## src/rtl/dmem_arbiter.sv

```systemverilog
// dmem_arbiter: shares one single-port data memory between the core
// load/store unit (c_*) and the debug/program-loader port (d_*).
// Each access is a one-cycle command phase, plus a fixed read wait of
// RD_LAT cycles for loads.
// Optional build macro DMEM_ARB_RR_EN: round-robin on simultaneous
// requests. Without it, the core has fixed priority over debug.
module dmem_arbiter #(
  parameter int DATA_W = 32,
  parameter int ADDR_W = 9,
  parameter int RD_LAT = 1
) (
  input  logic              clk,
  input  logic              reset,
  input  logic              c_req,
  input  logic              c_we,
  input  logic [ADDR_W-1:0] c_addr,
  input  logic [DATA_W-1:0] c_wdata,
  output logic              c_gnt,
  output logic              c_rvalid,
  output logic [DATA_W-1:0] c_rdata,
  output logic              c_stall,
  input  logic              d_req,
  input  logic              d_we,
  input  logic [ADDR_W-1:0] d_addr,
  input  logic [DATA_W-1:0] d_wdata,
  output logic              d_gnt,
  output logic              d_rvalid,
  output logic [DATA_W-1:0] d_rdata,
  output logic              m_wr,
  output logic              m_rd,
  output logic [ADDR_W-1:0] m_addr,
  output logic [DATA_W-1:0] m_wdata,
  input  logic [DATA_W-1:0] m_rdata,
  output logic              busy
);

  generate
    if (RD_LAT < 1 || RD_LAT > 4) begin : g_bad_rd_lat
      $error("dmem_arbiter: RD_LAT must be in 1..4");
    end
  endgenerate

  typedef enum logic [1:0] {IDLE = 2'd0, CMD = 2'd1, RWAIT = 2'd2} state_t;

  localparam logic       OWN_CORE = 1'b0;
  localparam logic       OWN_DBG  = 1'b1;
  localparam logic [1:0] CNT_INIT = 2'(RD_LAT - 1);

  state_t            state_q, state_d;
  logic              owner_q, owner_d;
  logic              we_q, we_d;
  logic [ADDR_W-1:0] addr_q, addr_d;
  logic [DATA_W-1:0] wdata_q, wdata_d;
  logic [1:0]        cnt_q, cnt_d;

  logic              c_gnt_q, c_gnt_d, c_rvalid_q, c_rvalid_d;
  logic              d_gnt_q, d_gnt_d, d_rvalid_q, d_rvalid_d;
  logic [DATA_W-1:0] c_rdata_q, c_rdata_d, d_rdata_q, d_rdata_d;
  logic              m_wr_q, m_wr_d, m_rd_q, m_rd_d;
  logic [ADDR_W-1:0] m_addr_q, m_addr_d;
  logic [DATA_W-1:0] m_wdata_q, m_wdata_d;
  logic              busy_q, busy_d;

  logic              cReqEff, dReqEff, pickDbg, issue, capture;

`ifdef DMEM_ARB_RR_EN
  logic              last_q, last_d;
`endif

  // A requester whose read data is being returned this cycle still holds
  // req; ignore it for one cycle so the finished load is not reissued.
  always_comb begin
    cReqEff = c_req & ~c_rvalid_q;
    dReqEff = d_req & ~d_rvalid_q;
`ifdef DMEM_ARB_RR_EN
    pickDbg = dReqEff & (~cReqEff | (last_q == OWN_CORE));
`else
    pickDbg = dReqEff & ~cReqEff;
`endif
  end

`ifdef DMEM_ARB_RR_EN
  // Remember who won the most recent grant so a tie goes to the other side.
  assign last_d = (state_q == IDLE && (cReqEff || dReqEff)) ? pickDbg : last_q;

  // Last-owner register starts at debug so the core takes the first tie.
  always_ff @(posedge clk or posedge reset) begin
    if (reset) last_q <= OWN_DBG;
    else       last_q <= last_d;
  end
`endif

  // State and latched-command register.
  always_ff @(posedge clk or posedge reset) begin
    if (reset) begin
      state_q <= IDLE;
      owner_q <= OWN_CORE;
      we_q    <= 1'b0;
      addr_q  <= '0;
      wdata_q <= '0;
      cnt_q   <= '0;
    end else begin
      state_q <= state_d;
      owner_q <= owner_d;
      we_q    <= we_d;
      addr_q  <= addr_d;
      wdata_q <= wdata_d;
      cnt_q   <= cnt_d;
    end
  end

  // Next-state logic: requests are only looked at in IDLE.
  always_comb begin
    state_d = state_q;
    owner_d = owner_q;
    we_d    = we_q;
    addr_d  = addr_q;
    wdata_d = wdata_q;
    cnt_d   = cnt_q;
    case (state_q)
      IDLE: begin
        if (cReqEff || dReqEff) begin
          state_d = CMD;
          owner_d = pickDbg;
          we_d    = pickDbg ? d_we    : c_we;
          addr_d  = pickDbg ? d_addr  : c_addr;
          wdata_d = pickDbg ? d_wdata : c_wdata;
        end
      end
      CMD: begin
        if (we_q) begin
          state_d = IDLE;
        end else begin
          state_d = RWAIT;
          cnt_d   = CNT_INIT;
        end
      end
      RWAIT: begin
        if (cnt_q == 2'd0) state_d = IDLE;
        else               cnt_d   = cnt_q - 2'd1;
      end
      default: state_d = IDLE;
    endcase
  end

  // Output logic: compute next values of the registered outputs so the
  // command strobes line up with the CMD cycle itself.
  always_comb begin
    issue      = (state_d == CMD);
    capture    = (state_q == RWAIT) && (cnt_q == 2'd0);
    m_wr_d     = issue & we_d;
    m_rd_d     = issue & ~we_d;
    m_addr_d   = issue ? addr_d  : '0;
    m_wdata_d  = issue ? wdata_d : '0;
    c_gnt_d    = issue & (owner_d == OWN_CORE);
    d_gnt_d    = issue & (owner_d == OWN_DBG);
    c_rvalid_d = capture & (owner_q == OWN_CORE);
    d_rvalid_d = capture & (owner_q == OWN_DBG);
    c_rdata_d  = c_rvalid_d ? m_rdata : c_rdata_q;
    d_rdata_d  = d_rvalid_d ? m_rdata : d_rdata_q;
    busy_d     = (state_d != IDLE);
  end

  // Output register; reset clears everything, dropping any in-flight read.
  always_ff @(posedge clk or posedge reset) begin
    if (reset) begin
      c_gnt_q    <= 1'b0;
      c_rvalid_q <= 1'b0;
      c_rdata_q  <= '0;
      d_gnt_q    <= 1'b0;
      d_rvalid_q <= 1'b0;
      d_rdata_q  <= '0;
      m_wr_q     <= 1'b0;
      m_rd_q     <= 1'b0;
      m_addr_q   <= '0;
      m_wdata_q  <= '0;
      busy_q     <= 1'b0;
    end else begin
      c_gnt_q    <= c_gnt_d;
      c_rvalid_q <= c_rvalid_d;
      c_rdata_q  <= c_rdata_d;
      d_gnt_q    <= d_gnt_d;
      d_rvalid_q <= d_rvalid_d;
      d_rdata_q  <= d_rdata_d;
      m_wr_q     <= m_wr_d;
      m_rd_q     <= m_rd_d;
      m_addr_q   <= m_addr_d;
      m_wdata_q  <= m_wdata_d;
      busy_q     <= busy_d;
    end
  end

  assign c_gnt    = c_gnt_q;
  assign c_rvalid = c_rvalid_q;
  assign c_rdata  = c_rdata_q;
  assign d_gnt    = d_gnt_q;
  assign d_rvalid = d_rvalid_q;
  assign d_rdata  = d_rdata_q;
  assign m_wr     = m_wr_q;
  assign m_rd     = m_rd_q;
  assign m_addr   = m_addr_q;
  assign m_wdata  = m_wdata_q;
  assign busy     = busy_q;

  // Stall clears as soon as the core's access is done: write grant or read data.
  assign c_stall = c_req & ~(c_gnt_q & c_we) & ~c_rvalid_q;

endmodule

```

## config.mk

```make
export PLATFORM = sky130hd
export DESIGN_NAME = dmem_arbiter
export DESIGN_NICKNAME = d
export VERILOG_FILES = /design/src/rtl/dmem_arbiter.sv
export SDC_FILE = /design/constraint.sdc
export NUM_CORES = 1
export LEC_CHECK = 0
export ABC_AREA = 1
export BUFFER_PORTS_ARGS = -buffer_cell sky130_fd_sc_hd__clkbuf_2
export CELL_PAD_IN_SITES_DETAIL_PLACEMENT = 0
export CELL_PAD_IN_SITES_GLOBAL_PLACEMENT = 1
export CORE_AREA = 2 2 136 138
export DETAILED_ROUTE_END_ITERATION = 12
export DIE_AREA = 0 0 138 140
export PLACE_DENSITY = 0.73
export SETUP_SLACK_MARGIN = 0.5
export SYNTH_ARGS = -nofsm -noshare
export SYNTH_HDL_FRONTEND = slang
export SYNTH_SLANG_ARGS = --single-unit
```

## constraint.sdc

```tcl
create_clock -name clk -period 4.1 [get_ports clk]
set_input_delay 0.82 -clock clk [delete_from_list [all_inputs] [get_ports clk]]
set_output_delay 0.82 -clock clk [all_outputs]
set_load 0.05 [all_outputs]
```

### Yosys cells after proc, flatten, opt, wreduce, memory -nomap -nowiden

Cells that the tools add are included.

* add/sub/neg operators: 1
* equal/unequal tests: 5
* muxes and demuxes: 20
* bitwise logic cells: 19
* reductions and logical operators: 7

Operators by type and width (number)
* 32-bit 2-to-1 mux: 4
* 9-bit 2-to-1 mux: 4
* 1-bit bitwise AND: 12
* 2-bit 2-to-1 mux: 5
* 1-bit inverter: 7
* 2-bit one-hot mux with 3 select lines: 1
* 1-bit 2-to-1 mux: 5
* 2-bit by 1-bit equality test with 1-bit output, second input constant: 2
* 2-bit logical NOT: 2
* 2-bit != test, second input constant: 2
* 2-bit one-hot mux with 2 select lines: 1
* 2-bit nonzero test: 2
* 3-bit AND reduction: 1
* 2-bit equality test, second input constant: 1
* 2-bit by 1-bit subtractor with 2-bit output, second input constant: 1
* 1-bit logical AND: 1
* 1-bit logical OR: 1

* flip-flop bits (word level): 159
* input port bits: 120
* output and inout port bits: 113
* word-level logic and storage cells: 69

### Longest topological paths before layout

* depth in word-level cells: 9
* gate-level depth with buffers: 8
* mapped depth without buffers: 8

### Worst setup path before layout

OpenSTA, ideal clock, no wires.

* kind: in2out
* start: in c_req
* end: out c_stall
* arrival: 1899 ps
* required time: 3280 ps
* setup slack: 1381 ps
* stages on the path: 3
* buffers on the path: 1
* cell sequence: nand2_2 > buf_1 > a21oi_1

* cells in the longest elaborated chain, start to end: 2

RTL lines
* from (decl): RTL line 14 `input logic c_req,`
* 1-bit bitwise AND (2 in a row): RTL line 206 `assign c_stall = c_req & ~(c_gnt_q & c_we) & ~c_rvalid_q;`
* to (decl): RTL line 21 `output logic c_stall,`

No other way between the ends.

### Final worst setup path

Ends and elaborated chain as after synthesis.

==> results.md <==
* Pint at 3.406 mW
* Area of the multi-input gates at 0.001595 mm2
* H-tree depth at 4
* Number of top-level pins at 233
* Hold path depth at 2
* Multiplexer share of the synthesized area at 0%
* Register area share after synthesis at 56.11%
* Global placement routability congestion at around 0.71
* Max Cap Viol at 0
* Met3 Use GR at under 10%
* Pins Over Slew Limit at 0
* First-pass GRT wire length at 22530 um
* Layout cells sized above 1 at between 40 and 50%
* Nets@finish at 910
* CP arrival at 1.55 ns
* Fmax at about 0.42 GHz
* Post-Syn Instances at 562
* 1st-pass router iterations at 4
* Synth Cell Area at about 0.0053 mm2
* FF-to-FF setup slack at approximately 2.3 ns
* Post-synthesis adder-cell area fraction at less than 1%
* Final Hold Viols at 0
* Combinational power share at 48.8%
* Slew margin rel. at a little over two fifths
* Setup Buffers After CTS at 0
* Sink Count at approximately 120
* Final wirelength at 13500 um
* IO Port Bufs at about 230
* CTS tree: built
* HPWL after DPL at a little under 10000 um
* Filler cells at between 1500 and 2000
* Clk_lat worst skew at ~0.4 ns
* Syn Nets at roughly 700
* Worst Hold Class: reg -> reg
* Root buffer cell: clkbuf_16
* Die Span Y at about 140 um
* Clock Skew at 0.005875 ns
* Largest net degree at the start of global routing at 66
* Core box area at around 0.018 mm2
* Complex-gate fraction of the synthesized area at under 10%
* Largest family of logic cells by synthesized area: simple AND/OR/NAND/NOR gates
* CTS Buf Count at 17
* DP Area at roughly 0.0065 mm2
* Synth Register Bits at between 100 and 150
* Most frequent cells in the layout: 232 x clkbuf_2, 125 x inv_1, 121 x nand2_1, 118 x dfrtp_1, 46 x o21ai_2
* Post-Layout Inst Area at approximately 0.0072 mm2
* Status: completed
* Drt wl/cell at 13.09 um
* Crit path time final at approximately 2.4 ns
* Post-synth cell types at 22
* Final TNS setup at 0 ns
* Avg Inst Size Synth at ~9.4 um2
* PwrDens at between 900 and 1000 mW/mm2
* Net switching power at approximately 3.4 mW
* GRT Util Overall at 14.57%
* Clock Path Buffers at 2
* Unrepaired setup endpoints after global routing: false
* Startpoint Class: primary input
* Vias per cell at 4.123
* R2R depth at 7
* Clk pin slew, worst setup/hold paths at roughly 0.06 ns
* Vias in the first global route at 4414
* CP Max Fanout at 12
* Remaining DRCs at 0
* CP required at between 3 and 4 ns
* Met1 GRT Util at between 10% and 20%
* Post-cts sizing count at 0
* Setup violations, final at 0
* Clk pwr share at 23.2%
* Total gr overflow at 0
* Layout area overhead at 36.02%
* Synth warn at 0
* Sw Share at between 40 and 50%
* Commonest non-fill, non-tap cell in the layout: clkbuf_2
* Initial core utilization at between 20 and 30%
* First DRT Iteration DRCs at 127
* Reg area at just under 0.003 mm2
* Core Rows at 49
* Die Area at about 0.019 mm2
* GRT met2 Usage at around 23%
* Hold_buf cts at 0
* Flop pwr share at 28.0%
* Synth Area in Simple Gates at between 20% and 30%
* Leak at 4.272 nW
* Fin util at 40.26%
* Max IR drop VDD at around 0.5 mV
* Horiz. Die Dim at 138 um
* Final ANT Viol Nets at 0
* Crit path kind: in -> out
* Crit end category: output port
* Vias at between 4000 and 5000
* Least-Margin Pin Slew at about 0.85 ns
* Xor-xnor portion of the synthesized cell area at 0%
* Diodes inserted at 0
* Final worst path period share at just under 60%
* Gr busiest metal: met2
* Initial antenna violation count at 0
==> per-layer routing <==
| layer | vias up | routed length, um |
|---|---|---|
| met3 | 17 | 1364 |
| met2 | 185 | 5883 |
| li1 | 2168 | - |
| met4 | 0 | 223 |
| met5 | - | 0 |
| met1 | 1881 | 6026 |
==> per-stage QoR <==
step / hold slack [ns] / total power [mW] / instances / setup WS, ns
final: 0.4777 / 6.801 / 1031 / 1.730
after global routing: 0.4937 / 7.202 / 1031 / 1.659
after CTS: 0.4820 / 6.917 / 1031 / 1.714
after detailed placement: 0.4676 / 5.294 / 999 / 1.718
after global placement: 0.4643 / 5.260 / 999 / 1.703
after floorplan: 0.4434 / 4.550 / 562 / 1.381
==> flip-flops by register name, summed over array words and instances (netlist names) <==
register / flops
c_rdata: 32
d_rdata: 32
m_wdata: 32
m_addr: 9
cnt_q: 2
state_q: 2
busy: 1
c_gnt: 1
c_rvalid: 1
d_gnt: 1
d_rvalid: 1
m_rd: 1
m_wr: 1
owner_q: 1
we_q: 1
==> worst paths after layout <==
path | from | end
min | c_rdata[8] | c_rdata[8]
min in group asynchronous | reset | c_rdata[1]
max in group asynchronous | reset | m_wdata[4]
max reg2reg | c_rvalid | m_wdata[14]
min reg2reg | c_rdata[8] | c_rdata[8]
max | c_req | c_stall
==> power groups by stage <==
stage | sequential [mW] | clock, mW | combinational, mW
final | 1.91 | 1.58 | 3.32
after floorplan | 3.60 | 0 | 0.946
after detailed placement | 1.93 | 0 | 3.37
after global routing | 1.97 | 1.68 | 3.55
after global placement | 1.91 | 0 | 3.35
after CTS | 1.92 | 1.63 | 3.37
==> synth_stat cells (all sizes together) <==
master	count	area share, %
buf	29	4.3
nor2	7	0.97
inv	127	9.1
nand3	45	4.5
nand3b	42	6.0
dfrtp	118	56
clkbuf	2	0.19
nand4	1	0.12
ha	1	0.24
o21ai	65	9.5
a21oi	2	0.19
nand2	123	8.9
==> area by class of cell <==
type,instances,share of cell area [%]
timing repair buffer,239,16.96
sequential,118,41.25
clock inverter,15,2.849
tap,229,4.003
clock buffer,17,5.943
inverter,127,6.712
multi-input combinational,286,22.29
==> cell families (layout without fill, tap and decap cells) <==
family | count (synthesis) | count (layout)
DFF | 118 | 118
and+or+nand+nor | 218 | 218
buffers and inverters | 158 | 398
AOI/OAI and AO/OA | 67 | 67
adders and majority gates | 1 | 1
==> worst max-delay path, cell delays in order <==
cell and delay (ns):
clkbuf_2 0.10, nand2_2 0.17, a21oi_1 0.16, clkbuf_2 0.29
Power figures use the tool's default switching activity.
